**src/rtl/forwarding_scoreboard_pkg.sv**
```systemverilog
// Shared LC-3b types for the forwarding scoreboard: register ids, the shadow
// pipeline tag and the forwarding select encodings.
package lc3b_types;

    typedef logic [2:0] lc3b_reg;

    typedef struct packed {
        logic    valid;
        lc3b_reg dest;
        logic    load_regfile;
        logic    is_load;
    } fwd_tag_t;

    localparam int FWD_REGFILE    = 0;
    localparam int FWD_STAGE_BASE = 1;

endpackage

```
**src/rtl/forwarding_scoreboard_fwd_match.sv**
```systemverilog
// Priority matcher for one source operand: picks the youngest producer stage
// writing the source register and flags a hazard if its data is not ready yet.
module fwd_match
    import lc3b_types::*;
#(
    parameter int NUM_STAGES       = 3,
    parameter int LOAD_READY_STAGE = 2,
    parameter int SEL_W            = $clog2(NUM_STAGES + 1)
) (
    input  fwd_tag_t [NUM_STAGES-1:0] tags,
    input  lc3b_reg                   src_id,
    input  logic                      src_used,
    output logic [SEL_W-1:0]          sel,
    output logic                      hazard
);

    logic             hit   [NUM_STAGES];
    logic             ready [NUM_STAGES];
    logic [SEL_W-1:0] sel_chain [NUM_STAGES+1];
    logic             hz_chain  [NUM_STAGES+1];

    assign sel_chain[NUM_STAGES] = SEL_W'(FWD_REGFILE);
    assign hz_chain[NUM_STAGES]  = 1'b0;

    // Chain runs from the oldest stage towards stage 0, so the youngest hit
    // overrides everything older, even when it can only raise a hazard.
    generate
        for (genvar gi = 0; gi < NUM_STAGES; gi++) begin : g_stage
            assign hit[gi]   = tags[gi].valid & tags[gi].load_regfile &
                               (tags[gi].dest == src_id);
            assign ready[gi] = ~tags[gi].is_load | (gi >= LOAD_READY_STAGE);

            assign sel_chain[gi] = hit[gi] ? (ready[gi] ? SEL_W'(gi + FWD_STAGE_BASE)
                                                        : SEL_W'(FWD_REGFILE))
                                           : sel_chain[gi+1];
            assign hz_chain[gi]  = hit[gi] ? ~ready[gi] : hz_chain[gi+1];
        end
    endgenerate

    assign sel    = src_used ? sel_chain[0] : SEL_W'(FWD_REGFILE);
    assign hazard = src_used & hz_chain[0];

endmodule

```
**src/rtl/forwarding_scoreboard.sv**
```systemverilog
// Forwarding and load-use hazard unit: shadow pipeline of destination tags,
// per-source forwarding selects, load-use stall and a saturating stall counter.
module forwarding_scoreboard
    import lc3b_types::*;
#(
    parameter int NUM_SRC          = 3,
    parameter int NUM_STAGES       = 3,
    parameter int LOAD_READY_STAGE = 2,
    parameter int SEL_W            = $clog2(NUM_STAGES + 1)
) (
    input  logic                           clk,
    input  logic                           rst_n,
    input  logic                           id_valid,
    input  lc3b_reg [NUM_SRC-1:0]          id_src_id,
    input  logic    [NUM_SRC-1:0]          id_src_used,
    input  lc3b_reg                        id_dest,
    input  logic                           id_load_regfile,
    input  logic                           id_is_load,
    input  logic                           pipe_hold,
    input  logic                           flush,
    output logic [NUM_SRC-1:0][SEL_W-1:0]  fwd_sel,
    output logic                           stall,
    output logic [15:0]                    stall_count
);

    fwd_tag_t [NUM_STAGES-1:0] tag_reg;
    fwd_tag_t [NUM_STAGES-1:0] tag_next;
    fwd_tag_t                  id_tag;
    logic     [NUM_SRC-1:0]    hazard;
    logic     [15:0]           stall_count_reg;

    generate
        for (genvar gi = 0; gi < NUM_SRC; gi++) begin : g_src
            fwd_match #(
                .NUM_STAGES       (NUM_STAGES),
                .LOAD_READY_STAGE (LOAD_READY_STAGE),
                .SEL_W            (SEL_W)
            ) u_match (
                .tags     (tag_reg),
                .src_id   (id_src_id[gi]),
                .src_used (id_src_used[gi]),
                .sel      (fwd_sel[gi]),
                .hazard   (hazard[gi])
            );
        end
    endgenerate

    assign stall = id_valid & ~flush & (|hazard);

    // A stalled or squashed decode instruction enters the pipe as a bubble.
    always_comb begin
        id_tag = '0;
        if (id_valid & ~stall & ~flush) begin
            id_tag.valid        = 1'b1;
            id_tag.dest         = id_dest;
            id_tag.load_regfile = id_load_regfile;
            id_tag.is_load      = id_is_load;
        end
    end

    assign tag_next[0] = id_tag;
    generate
        for (genvar gi = 1; gi < NUM_STAGES; gi++) begin : g_shift
            assign tag_next[gi] = tag_reg[gi-1];
        end
    endgenerate

    always_ff @(posedge clk) begin
        if (!rst_n) begin
            tag_reg         <= '0;
            stall_count_reg <= '0;
        end else if (!pipe_hold) begin
            tag_reg <= tag_next;
            if (stall && (stall_count_reg != 16'hFFFF)) begin
                stall_count_reg <= stall_count_reg + 16'd1;
            end
        end
    end

    assign stall_count = stall_count_reg;

endmodule
```
**config.mk**
```make
export PLATFORM = sky130hd
export DESIGN_NAME = forwarding_scoreboard
export DESIGN_NICKNAME = d
export VERILOG_FILES = /design/src/rtl/forwarding_scoreboard_pkg.sv /design/src/rtl/forwarding_scoreboard_fwd_match.sv /design/src/rtl/forwarding_scoreboard.sv
export SDC_FILE = /design/constraint.sdc
export NUM_CORES = 1
export LEC_CHECK = 0
export ABC_AREA = 1
export CAP_MARGIN = 20
export CORE_ASPECT_RATIO = 0.7
export CORE_MARGIN = 10
export CORE_UTILIZATION = 40
export CTS_CLUSTER_DIAMETER = 100
export DETAILED_ROUTE_END_ITERATION = 10
export PLACE_DENSITY = 0.64
export REMOVE_ABC_BUFFERS = 1
export SKIP_CTS_REPAIR_TIMING = 1
export SLEW_MARGIN = 30
export SYNTH_ARGS = -nofsm -noshare
export SYNTH_HDL_FRONTEND = slang
export SYNTH_SLANG_ARGS = --single-unit
export TNS_END_PERCENT = 10
```
**constraint.sdc**
```tcl
create_clock -name clk -period 2 [get_ports clk]
set_input_delay 0.3 -clock clk [delete_from_list [all_inputs] [get_ports clk]]
set_output_delay 0.3 -clock clk [all_outputs]
set_load 0.02 [all_outputs]
```
==> out/results.txt <==
Synth Flop Type - dfxtp_1
Xor and xnor area share after synthesis - 6.84%
Status - completed
Period minus WS final - 1.99 ns
Hold path endpoint - tag_reg[13]$_SDFFE_PN0N_
Finished Core Util - 63.2%
Critical path's largest stage delay - 0.34 ns
Number of synthesized flops with an enable pin - 0
# fillers - 512
Post-synthesis mux area share - 0%
R2r startpoint - tag_next[10]$_SDFFE_PN0N_
Vias in the first global route - 2434
Die Footprint - 9250 µm²
Setup CP Type - flip-flop to output port
Die width - 111 µm
YS warnings - 0
Fmax - 503 MHz
Root Driver - clkbuf_8
Layout Nets - 475
Worst Reg-to-Reg Cells - 13
CP arrival - 1.69 ns
CP endpoint kind - output port
Bufs and invs on worst path - 3
Sequential-to-total area share from yosys stat - 28.7%
First-pass GRT wire length - 12.0 mm
Post-synth top cells - 94 x nand2_1, 35 x nor2_1, 33 x dfxtp_1
Setup crit start kind - flip-flop
Min-delay worst type - flip-flop to flip-flop
Period Utilization, post-route - 99.3%
Area Overhead vs Synth - 54.8%
Worst Setup SP - tag_reg[13]$_SDFFE_PN0N_
Detailed-route via count - 2654
Max VDD drop - 0.281 mV
Wire per inst - 14.2 µm
Min-delay src - tag_reg[13]$_SDFFE_PN0N_
Largest family of logic cells by synthesized area - simple AND/OR/NAND/NOR gates
Slew HR - 70.0%
Worst-Skew Late Latency - 0.29 ns
Core area - 5640 µm²
Clock-pin slew on the worst setup and hold paths - 0.07 ns
Inst Count DP - 512
Area share of and/or/nand/nor cells after synthesis - 42.0%
Drt initial violations - 143
RD Place Congestion - 0.943
Largest register FFs - 16
Ports - 45
Total congestion overflow - 0
TritonCTS clock tree - done
Cell taking the most area after synthesis - dfxtp_1
PortBufs - 44
Syn_area_per_cell - 6.47 µm²
Vias per cell - 5.03
P per Cell Area - 448 nW/µm²
Register bit total from synthesis - 33
Largest net degree at the start of global routing - 22
RSZ-0062 raised after global routing - true
Synth Area in Compound Gates - 13.8%
Final number of max-transition violations - 0
Fin cells - 528
Synth top area share - 28.7%
Initial Utilization - 40.9%
Post-Syn Area - 2300 µm²
Die Ht - 83.5 µm
Detailed Routing Iterations Pass 1 - 4
Clk_skew - 0.00700 ns
Number of max-cap violations - 0
CTS buffer count - 5
Residual DRC count - 0
Most frequent cell after synthesis - nand2_1
Crit Reg-Reg Endpoint - stall_count[10]$_SDFFE_PN0P_
# setup viols final - 0
Slew @ Worst Pin - 0.450 ns
Detail Route Antenna Nets - 0
CP max FO - 2
Critical Path Most Common Cell - nand2_2
Share of layout cells above drive strength 1 - 38.9%
Async set or reset register ratio after synthesis - 0%
LEAKAGE - 0.00151 µW
Synth unique cells - 31
Worst Path Required - 1.70 ns
R2R setup slack - 0.09 ns
Critical Path, Cell by Cell - nand2_2 > inv_2 > o21ai_2 > a2111oi_2 > buf_4 > nand2_2 > a21oi_2 > buf_6
Hold Path Depth - 2
Synth Area in Adders - 0.543%
Hold Vio Cnt, Final - 0
Global Route Usage Sum - 15.2%
Final wirelength - 7.52 mm
N_diodes - 0
Clock Tree Buf Depth - 2
Initial antenna violation count - 0
Dpl hpwl - 5.63 mm
Syn Inst Count - 356
Critical-path top delay cell - dfxtp_2
Row count - 23
Sink Count - 33
H-tree Lvls - 2
Synth top area cells - dfxtp_1 29%, nand2_1 15%, nand3_1 6.7%, a21oi_1 5.9%, nor2_1 5.7%
CP delay by family, top - compound AO/OA/AOI/OAI gates
[worst reg2reg max path, stage by stage (launching register included)]
cell and delay, ns:
dfxtp_2 0.34, buf_4 0.14, nand2_1 0.06, nand2_1 0.09, nor2_4 0.15, nand2_2 0.10
nand3_2 0.09, nand2_2 0.06, nand2_4 0.06, buf_4 0.15, nand3_4 0.20, nand2_4 0.23
nand2_2 0.07, a21oi_2 0.12
[how the worst max path moves through the flow]
stage / endpoint / slack, ns / cells after the start
after global placement: stall / -0.68 / 11
after floorplan: stall_count[2]$_SDFFE_PN0P_ / 0.12 / 13
after CTS: stall / -0.70 / 12
after global routing: fwd_sel[0] / -0.05 / 8
after detailed placement: stall / -0.67 / 12
final: fwd_sel[0] / 0.01 / 8
[power by group]
group          internal (µW)  leakage (µW)  switching [µW]
combinational            111       0.00118             133
clock                    406     0.0000585             257
sequential               672      0.000275            20.4
[metrics by stage]
step	setup TNS [ns]	hold slack (ns)	cell area [µm²]	setup slack [ns]	total power (µW)
2_1_floorplan	0	0.389	2250	0.123	790
3_3_place_gp	-10.69	0.464	3160	-0.678	918
3_5_place_dp	-10.66	0.478	3160	-0.674	918
4_1_cts	-5.75	0.494	3280	-0.702	1570
5_1_grt	-0.454	0.531	3570	-0.0541	1670
6_report	0	0.496	3570	0.0134	1600
[cell type report]
type	instances	area (µm²)	area share, %
repair buffers	96	888	24.9
multi-input cells	280	1640	45.8
flip-flops and latches	33	688	19.3
clock inverters	1	30.0	0.842
inverters	36	145	4.07
well taps	75	93.8	2.63
clock buffers	7	86.3	2.42
[placed cells by master (no fill, tap or decap), types with 9 or more instances in the layout]
cell,Yosys,final
nor2_1,35,30
dfxtp_1,33,19
o21ai_0,14,12
xor2_1,12,12
nand2_2,16,30
inv_2,7,10
nand2_1,94,79
buf_4,1,52
a21oi_1,27,18
nand3_1,31,26
inv_1,28,22
a21oi_2,10,19
clkdlybuf4s50_1,0,28
dfxtp_2,0,10
dlymetal6s2s_1,0,9
[routing by layer]
| layer | track usage (%) | vias to the layer above | routed length [µm] |
|---|---|---|---|
| met5 | 0 | - | 0 |
| met4 | 2.59 | 0 | 37 |
| met3 | 4.45 | 5 | 491 |
| met2 | 20.6 | 82 | 3030 |
| met1 | 22.8 | 1213 | 3950 |
| li1 | - | 1354 | - |
[logic make-up after synthesis]
| kind of cell | after synthesis |
|---|---|
| AND/OR/NAND/NOR | 206 |
| AO/OA/AOI/OAI | 54 |
| buffers and inverters | 44 |
| flip-flops | 33 |
| XOR/XNOR | 18 |
| adder cells (fa/ha/maj) | 1 |
Power figures use the tool's default switching activity.
